==> src/rtl/lut_mult_sequencer.sv <==
// Sequential unsigned multiplier: consumes the multiplier two bits per cycle through a
// 0/A/2A/3A lookup, accumulates the shifted partials, and stops early on a zero tail.
module lut_mult_sequencer #(
  parameter int DATA_WIDTH = 16,
  parameter int DIGIT_BITS = 2
) (
  input  logic                                        Clock,
  input  logic                                        Reset,
  input  logic                                        iStart,
  input  logic [DATA_WIDTH-1:0]                       iData_A,
  input  logic [DATA_WIDTH-1:0]                       iData_B,
  input  logic                                        iAck,
  output logic                                        oBusy,
  output logic                                        oValid,
  output logic [2*DATA_WIDTH-1:0]                     oResult,
  output logic [$clog2(DATA_WIDTH/DIGIT_BITS)-1:0]    oStep
);

  localparam int RES_W  = 2 * DATA_WIDTH;
  localparam int STEPS  = DATA_WIDTH / DIGIT_BITS;
  localparam int STEP_W = $clog2(STEPS);

  typedef enum logic [1:0] {
    IDLE = 2'd0,
    RUN  = 2'd1,
    DONE = 2'd2
  } state_t;

  state_t                state, state_next;
  logic [RES_W-1:0]      a_sh;
  logic [DATA_WIDTH-1:0] b_sh;
  logic [RES_W-1:0]      acc;
  logic [STEP_W-1:0]     cnt;
  logic                  load;
  logic                  last_step;

  function automatic logic [RES_W-1:0] partial(input logic [RES_W-1:0] a,
                                                input logic [1:0]       d);
    logic [RES_W-1:0] a2;
    a2 = a << 1;
    case (d)
      2'd0:    partial = '0;
      2'd1:    partial = a;
      2'd2:    partial = a2;
      default: partial = a2 + a;
    endcase
  endfunction

  // Stop as soon as no nonzero digits remain above the one being consumed now.
  assign last_step = ((b_sh >> DIGIT_BITS) == '0) || (cnt == STEP_W'(STEPS - 1));

  always_comb begin
    state_next = state;
    load       = 1'b0;
    case (state)
      IDLE: begin
        if (iStart) begin
          load       = 1'b1;
          state_next = RUN;
        end
      end
      RUN: begin
        if (last_step) state_next = DONE;
      end
      DONE: begin
        if (iAck) begin
          if (iStart) begin
            load       = 1'b1;
            state_next = RUN;
          end else begin
            state_next = IDLE;
          end
        end
      end
      default: state_next = IDLE;
    endcase
  end

  always_ff @(posedge Clock or negedge Reset) begin
    if (!Reset) state <= IDLE;
    else        state <= state_next;
  end

  always_ff @(posedge Clock or negedge Reset) begin
    if (!Reset) begin
      a_sh <= '0;
      b_sh <= '0;
      acc  <= '0;
      cnt  <= '0;
    end else if (load) begin
      a_sh <= {{DATA_WIDTH{1'b0}}, iData_A};
      b_sh <= iData_B;
      acc  <= '0;
      cnt  <= '0;
    end else if (state == RUN) begin
      acc  <= acc + partial(a_sh, b_sh[DIGIT_BITS-1:0]);
      a_sh <= a_sh << DIGIT_BITS;
      b_sh <= b_sh >> DIGIT_BITS;
      cnt  <= cnt + 1'b1;
    end
  end

  assign oBusy   = (state != IDLE);
  assign oValid  = (state == DONE);
  assign oResult = acc;
  assign oStep   = (state == RUN) ? cnt : '0;

endmodule
==> config.mk <==
export PLATFORM = sky130hd
export DESIGN_NAME = lut_mult_sequencer
export DESIGN_NICKNAME = d
export VERILOG_FILES = /design/src/rtl/lut_mult_sequencer.sv
export SDC_FILE = /design/constraint.sdc
export NUM_CORES = 1
export LEC_CHECK = 0
export ABC_AREA = 0
export BUFFER_PORTS_ARGS = -buffer_cell sky130_fd_sc_hd__buf_2
export CORE_MARGIN = 4
export CORE_UTILIZATION = 25
export CTS_CLUSTER_DIAMETER = 150
export DETAILED_ROUTE_END_ITERATION = 16
export PLACE_DENSITY_LB_ADDON = 0.12
export SLEW_MARGIN = 10
export SYNTH_ARGS = -nofsm -noshare
export SYNTH_HDL_FRONTEND = slang
export SYNTH_SLANG_ARGS = --single-unit
==> constraint.sdc <==
create_clock -name Clock -period 5.1 [get_ports Clock]
set_input_delay 0.765 -clock Clock [delete_from_list [all_inputs] [get_ports Clock]]
set_output_delay 0.765 -clock Clock [all_outputs]
set_load 0.01 [all_outputs]
==> impl_metrics.json, run 1 <==
{
  "status": "complete, no violations",
  "skew_ns": 0.0117,
  "tightest_slew_ns": 0.855,
  "cts_root_buf": "clkbuf_16",
  "synth_seq_area_share_pct": 30.8,
  "clock-sinks": 85,
  "place_ws_ns": 0.149,
  "layout_commonest_cell": "nand2_1",
  "fin_hold_ws_ns": 0.426,
  "synth-edff-count": 0,
  "drt_iter0_drc": 351,
  "async_flop_share_pct": 100,
  "cap_viol_max_count": 0,
  "cts_buffers": 9,
  "dp_hpwl_um": 15700,
  "ys_ff_latch": 85,
  "numPortBuffers": 72,
  "rsz0062_at_grt": "no",
  "cts_buffer_depth": 2,
  "path_class": "register to register",
  "setup_viol": 0,
  "drt-total-wl_um": 21700,
  "grt_pass1_vias": 6467,
  "r2r_setup_slack_ns": 0.32,
  "slew_violations": 0,
  "layout_common_cells": "193 x nand2_1, 81 x dfrtp_1, 79 x o21ai_0",
  "synthesis.area_sq_mm": 0.00691,
  "fmax_ghz": 0.209,
  "drt_pass1_iterations": 4,
  "finalPower_mw": 5.76,
  "cp_max_fo": 7,
  "grt_use_total_pct": 14.4,
  "tritoncts": "built",
  "die_x_um": 174,
  "ir_worst_vdd_mv": 0.273,
  "nets": 1030,
  "core_sq_mm": 0.0271,
  "grt_max_degree": 75,
  "path_common_cell": "a21o_1",
  "final_util_pct": 30.2,
  "cp.required_ns": 5.34,
  "vias": 6282,
  "wire_per_inst_um": 16.6,
  "ant_nets": 0,
  "grt_overflow": 0,
  "reg2regPathDepth": 20,
  "finalCriticalPeriod_ns": 4.78,
  "die_h_um": 174,
  "diodes": 0,
  "synth_ff_type": "dfrtp_1",
  "cp_slowest_cell": "dfrtp_2",
  "synth_cells": 852,
  "leakagePower_nw": 3.94,
  "fin_ws_ns": 0.323,
  "hold_viol": 0,
  "ioPinCount": 73,
  "reg2reg_to": "oResult[31]$_DFFE_PN0P_",
  "place.gp.congestion": 0.840,
  "start_util_pct": 25.5,
  "arrival_ns": 5.01,
  "path_cells": "ha_1 -> a21o_1 -> a21oi_1 -> o211ai_1 -> a311o_1 -> a31oi_1 -> o21ai_0 -> o21a_1 -> xnor2_1 -> o21ai_0 -> ha_1 -> a21o_1 -> a21o_1 -> a21o_1 -> a21o_1 -> a21oi_1 -> o31ai_2 -> a31oi_1 -> nor3_1 -> or3b_1",
  "max_stage_delay_ns": 0.47,
  "crit_path_start": "a_sh[2]$_DFFE_PN0P_",
  "drc": 0,
  "min_path_type": "input pin to async pin",
  "fin_area_sq_mm": 0.00817,
  "crit_end": "oResult[31]$_DFFE_PN0P_",
  "synth_nets": 955,
  "stdcell_count": 1304,
  "yosysWarnings": 0,
  "clk_pin_slew_worst_paths_ns": 0.08,
  "p_per_area_mw_per_mm2": 705,
  "dpl.cell_count": 1284,
  "grt_pass1_wl_um": 35300,
  "placed_area_sq_mm": 0.00781,
  "avgViaCountPerCell": 4.82,
  "min_period_over_period_pct": 93.7,
  "slew_headroom_pct": 43.0,
  "htreeDepth": 3,
  "core.rowCount": 60,
  "synth.distinct_cells": 66,
  "reg2reg_from": "a_sh[2]$_DFFE_PN0P_",
  "cp-start-kind": "register",
  "endpoint_kind": "register",
  "area_delta_synth_final_pct": 18.3,
  "die-area_sq_mm": 0.0304,
  "fin_setup_tns_ns": 0,
  "drive_gt1_share_pct": 16.4,
  "antenna_found_initial": 0,
  "syn_area_per_cell_sq_um": 8.11,
  "cts_hold_buffers": 0,
  "clkLatencyLatePin_ns": 0.35
}
-- cell type report --
type	instances	area [sq um]
fill	2966	18900
multi-input combinational	703	4580
sequential	85	2130
timing repair buffer	104	603
tap	372	465
clock buffer	9	225
inverter	24	90.1
clock inverter	7	75.1
-- what timing repair did --
item	4_1_cts	5_1_grt
resized for setup	0	16
setup endpoints to repair	0	11
setup buffers	0	4
-- worst max-delay path: cells and delay by family, from the launching register on --
family / cells / cell delay (ns)
AO/OA/AOI/OAI: 15 / 3.05
adder cells (fa/ha/maj): 2 / 0.60
flip-flops: 1 / 0.47
AND/OR/NAND/NOR: 2 / 0.43
XOR/XNOR: 1 / 0.13
-- power by group --
part           internal [mW]  switching (mW)  total [mW]  leakage, nW
clock                  0.349           0.343       0.693        0.145
sequential             0.970           0.375        1.35         1.10
combinational           1.55            2.18        3.72         2.70
-- metal layers --
metal | routed length [um] | up-vias | global-route usage (%)
met2 | 10200 | 103 | 24.3
met1 | 10300 | 2948 | 18.7
met3 | 774 | 17 | 2.78
met4 | 352 | 0 | 3.86
met5 | 0 | - | 0
li1 | - | 3214 | -
-- flip-flops by register name, indices dropped and copies added (netlist names) --
name	cells
a_sh	32
b_sh	16
cnt	3
oResult	32
state	2
-- how the worst min path moves through the flow --
stage | start | endpoint | slack (ns) | depth (start not counted)
floorplan | Reset | a_sh[0]$_DFFE_PN0P_ | 0.47 | 0
global placement | b_sh[5]$_DFFE_PN0P_ | b_sh[5]$_DFFE_PN0P_ | 0.49 | 2
detailed placement | b_sh[5]$_DFFE_PN0P_ | b_sh[5]$_DFFE_PN0P_ | 0.49 | 2
CTS | Reset | oResult[22]$_DFFE_PN0P_ | 0.44 | 1
global route | Reset | oResult[26]$_DFFE_PN0P_ | 0.48 | 1
finish | Reset | oResult[26]$_DFFE_PN0P_ | 0.43 | 1
-- kinds of logic after synthesis --
kind of cell	synth area share, %
buf+inv	3.79
simple gates	17.8
mux	2.92
flops	30.8
fa+ha+maj	12.4
xor+xnor	6.85
compound gates	25.5
-- cells in the mapped netlist (5+ instances only) --
library cell | instances | area [sq um]
and3_1 | 5 | 31.3
a21oi_1 | 48 | 240
o211ai_1 | 7 | 52.6
nor2_1 | 33 | 124
a211oi_1 | 6 | 45.0
o21a_1 | 9 | 67.6
dfrtp_1 | 85 | 2130
xor2_1 | 21 | 184
o22ai_1 | 14 | 87.6
or2_2 | 5 | 31.3
a31oi_1 | 9 | 56.3
ha_1 | 65 | 813
xnor2_1 | 33 | 289
clkbuf_1 | 35 | 131
inv_1 | 23 | 86.3
a22oi_1 | 31 | 233
nand2_1 | 194 | 728
a21o_1 | 28 | 210
o21ai_0 | 84 | 420
mux2i_1 | 19 | 190
nand3_1 | 10 | 50.1
nor3_1 | 9 | 45.0
nor2b_1 | 6 | 37.5
(Power assumes the default switching activity.)
==> run 2, diff against run 1 <==
CORE_UTILIZATION = 60   (was 25)
CTS_BUF_LIST = sky130_fd_sc_hd__clkbuf_8 sky130_fd_sc_hd__clkbuf_16   (was default)
==> run 2 against run 1 <==
Global-route usage rose by 14 points. Sequential share of layout area rose by 1.3 points. Worst hold slack got worse by 0.081 ns. First-iteration DRC count rose by 58%. Cell area fell by 4.7%.
==> impl_metrics.json, run 2 (same netlist as run 1, synthesis figures left out) <==
{
  "layout_common_cells": "194 x nand2_1, 82 x dfrtp_1, 79 x o21ai_0",
  "nets": 1013,
  "die-area_sq_mm": 0.0133,
  "tightest_slew_ns": 0.920,
  "cp_max_fo": 7,
  "max_stage_delay_ns": 0.46,
  "hold_viol": 0,
  "die_x_um": 115,
  "core_sq_mm": 0.0110,
  "area_delta_synth_final_pct": 12.7,
  "cp_slowest_cell": "dfrtp_2",
  "place.gp.congestion": 0.951,
  "grt_pass1_vias": 6341,
  "reg2reg_to": "oResult[31]$_DFFE_PN0P_",
  "finalCriticalPeriod_ns": 4.88,
  "min_period_over_period_pct": 95.6,
  "cts_buffer_depth": 2,
  "endpoint_kind": "register",
  "path_class": "register to register",
  "finalPower_mw": 5.63,
  "drt-total-wl_um": 18400,
  "ir_worst_vdd_mv": 0.418,
  "reg2reg_from": "a_sh[1]$_DFFE_PN0P_",
  "avgViaCountPerCell": 6.28,
  "grt_overflow": 0,
  "setup_viol": 0,
  "cap_viol_max_count": 0,
  "slew_violations": 0,
  "drive_gt1_share_pct": 15.1,
  "vias": 6623,
  "tritoncts": "built",
  "drt_pass1_iterations": 5,
  "ioPinCount": 73,
  "slew_headroom_pct": 38.7,
  "clkLatencyLatePin_ns": 0.36,
  "drc": 0,
  "cts_buffers": 9,
  "skew_ns": 0.0112,
  "grt_use_total_pct": 28.6,
  "drt_iter0_drc": 553,
  "clock-sinks": 85,
  "htreeDepth": 3,
  "layout_commonest_cell": "nand2_1",
  "die_h_um": 115,
  "start_util_pct": 62.6,
  "crit_family": "simple AND/OR/NAND/NOR gates",
  "cts_root_buf": "clkbuf_16",
  "reg2regPathDepth": 20,
  "critPathBufInv": 0,
  "r2r_setup_slack_ns": 0.22,
  "path_cells": "ha_1 -> fa_1 -> a21oi_2 -> o21ai_0 -> a31oi_2 -> o21a_1 -> o21bai_1 -> nand4_1 -> and4_1 -> xnor2_1 -> o221ai_1 -> ha_1 -> and3_1 -> nand3_1 -> nor3_1 -> a21oi_1 -> o31ai_2 -> and4_4 -> nor3_1 -> or3b_1",
  "leakagePower_nw": 3.87,
  "min_path_type": "input pin to async pin",
  "clk_pin_slew_worst_paths_ns": 0.07,
  "crit_path_start": "a_sh[1]$_DFFE_PN0P_",
  "ant_nets": 0,
  "wire_per_inst_um": 17.4,
  "core.rowCount": 38,
  "diodes": 0,
  "antenna_found_initial": 0,
  "fmax_ghz": 0.205,
  "cp-start-kind": "register",
  "grt_pass1_wl_um": 30400,
  "numPortBuffers": 72,
  "cp.required_ns": 5.34,
  "grt_max_degree": 76,
  "dp_hpwl_um": 13300,
  "p_per_area_mw_per_mm2": 723,
  "final_util_pct": 70.6,
  "nFillCells": 909,
  "status": "complete, no violations",
  "arrival_ns": 5.12
}
==> run 2: cell types whose count changed in the layout (fill, tap and decap cells not counted), sizes merged <==
cell and delta:
buf -17, bufinv +1, clkinv +1, inv -2
==> run 2: through the flow <==
| step | TNS (ns) | instances | instance area [sq um] | worst slack [ns] | hold WS, ns |
|---|---|---|---|---|---|
| after floorplan | 0 | 852 | 6910 | 0.556 | 0.469 |
| after global placement | 0 | 1036 | 7390 | 0.215 | 0.484 |
| after detailed placement | 0 | 1036 | 7390 | 0.0368 | 0.494 |
| after CTS | 0 | 1052 | 7700 | 0.0599 | 0.359 |
| after global routing | -0.105 | 1055 | 7780 | -0.0828 | 0.376 |
| final | 0 | 1055 | 7780 | 0.223 | 0.346 |
==> run 2: how the worst max path moves through the flow <==
stage / endpoint / slack, ns / cells past startpoint
after floorplan: oResult[31]$_DFFE_PN0P_ / 0.56 / 21
after global placement: oResult[31]$_DFFE_PN0P_ / 0.21 / 21
after detailed placement: oResult[29]$_DFFE_PN0P_ / 0.04 / 21
after CTS: oResult[29]$_DFFE_PN0P_ / 0.06 / 22
after global routing: oResult[30]$_DFFE_PN0P_ / -0.08 / 22
final: oResult[31]$_DFFE_PN0P_ / 0.22 / 20
==> run 2: layer usage <==
metal	vias to the layer above	track usage, %	share of wire [%]
met3	52	4.42	5.4
met2	211	50.0	50
met1	3181	34.8	40
met4	0	12.6	3.8
met5	-	0	0
li1	3179	-	-
==> run 2: area by class of cell <==
cell class / count / area (sq um) / area share, %
clock inverters: 7 / 75.1 / 0.964
well taps: 140 / 175 / 2.25
multi-input cells: 703 / 4610 / 59.3
flip-flops and latches: 85 / 2130 / 27.4
repair buffers: 87 / 475 / 6.11
inverters: 24 / 90.1 / 1.16
clock buffers: 9 / 225 / 2.89
==> run 2: timing repair <==
item | in CTS | in global routing
gates cloned | 0 | 0
endpoints found under the setup margin | 1 | 9
hold buffers | 0 | 0
pin swaps | 0 | 4
buffers inserted | 0 | 3
resized for setup | 1 | 19
==> run 2: power by group <==
part | switching, mW | internal [mW]
clock | 0.301 | 0.383
sequential | 0.381 | 0.971
combinational | 2.11 | 1.48
total | 2.79 | 2.83
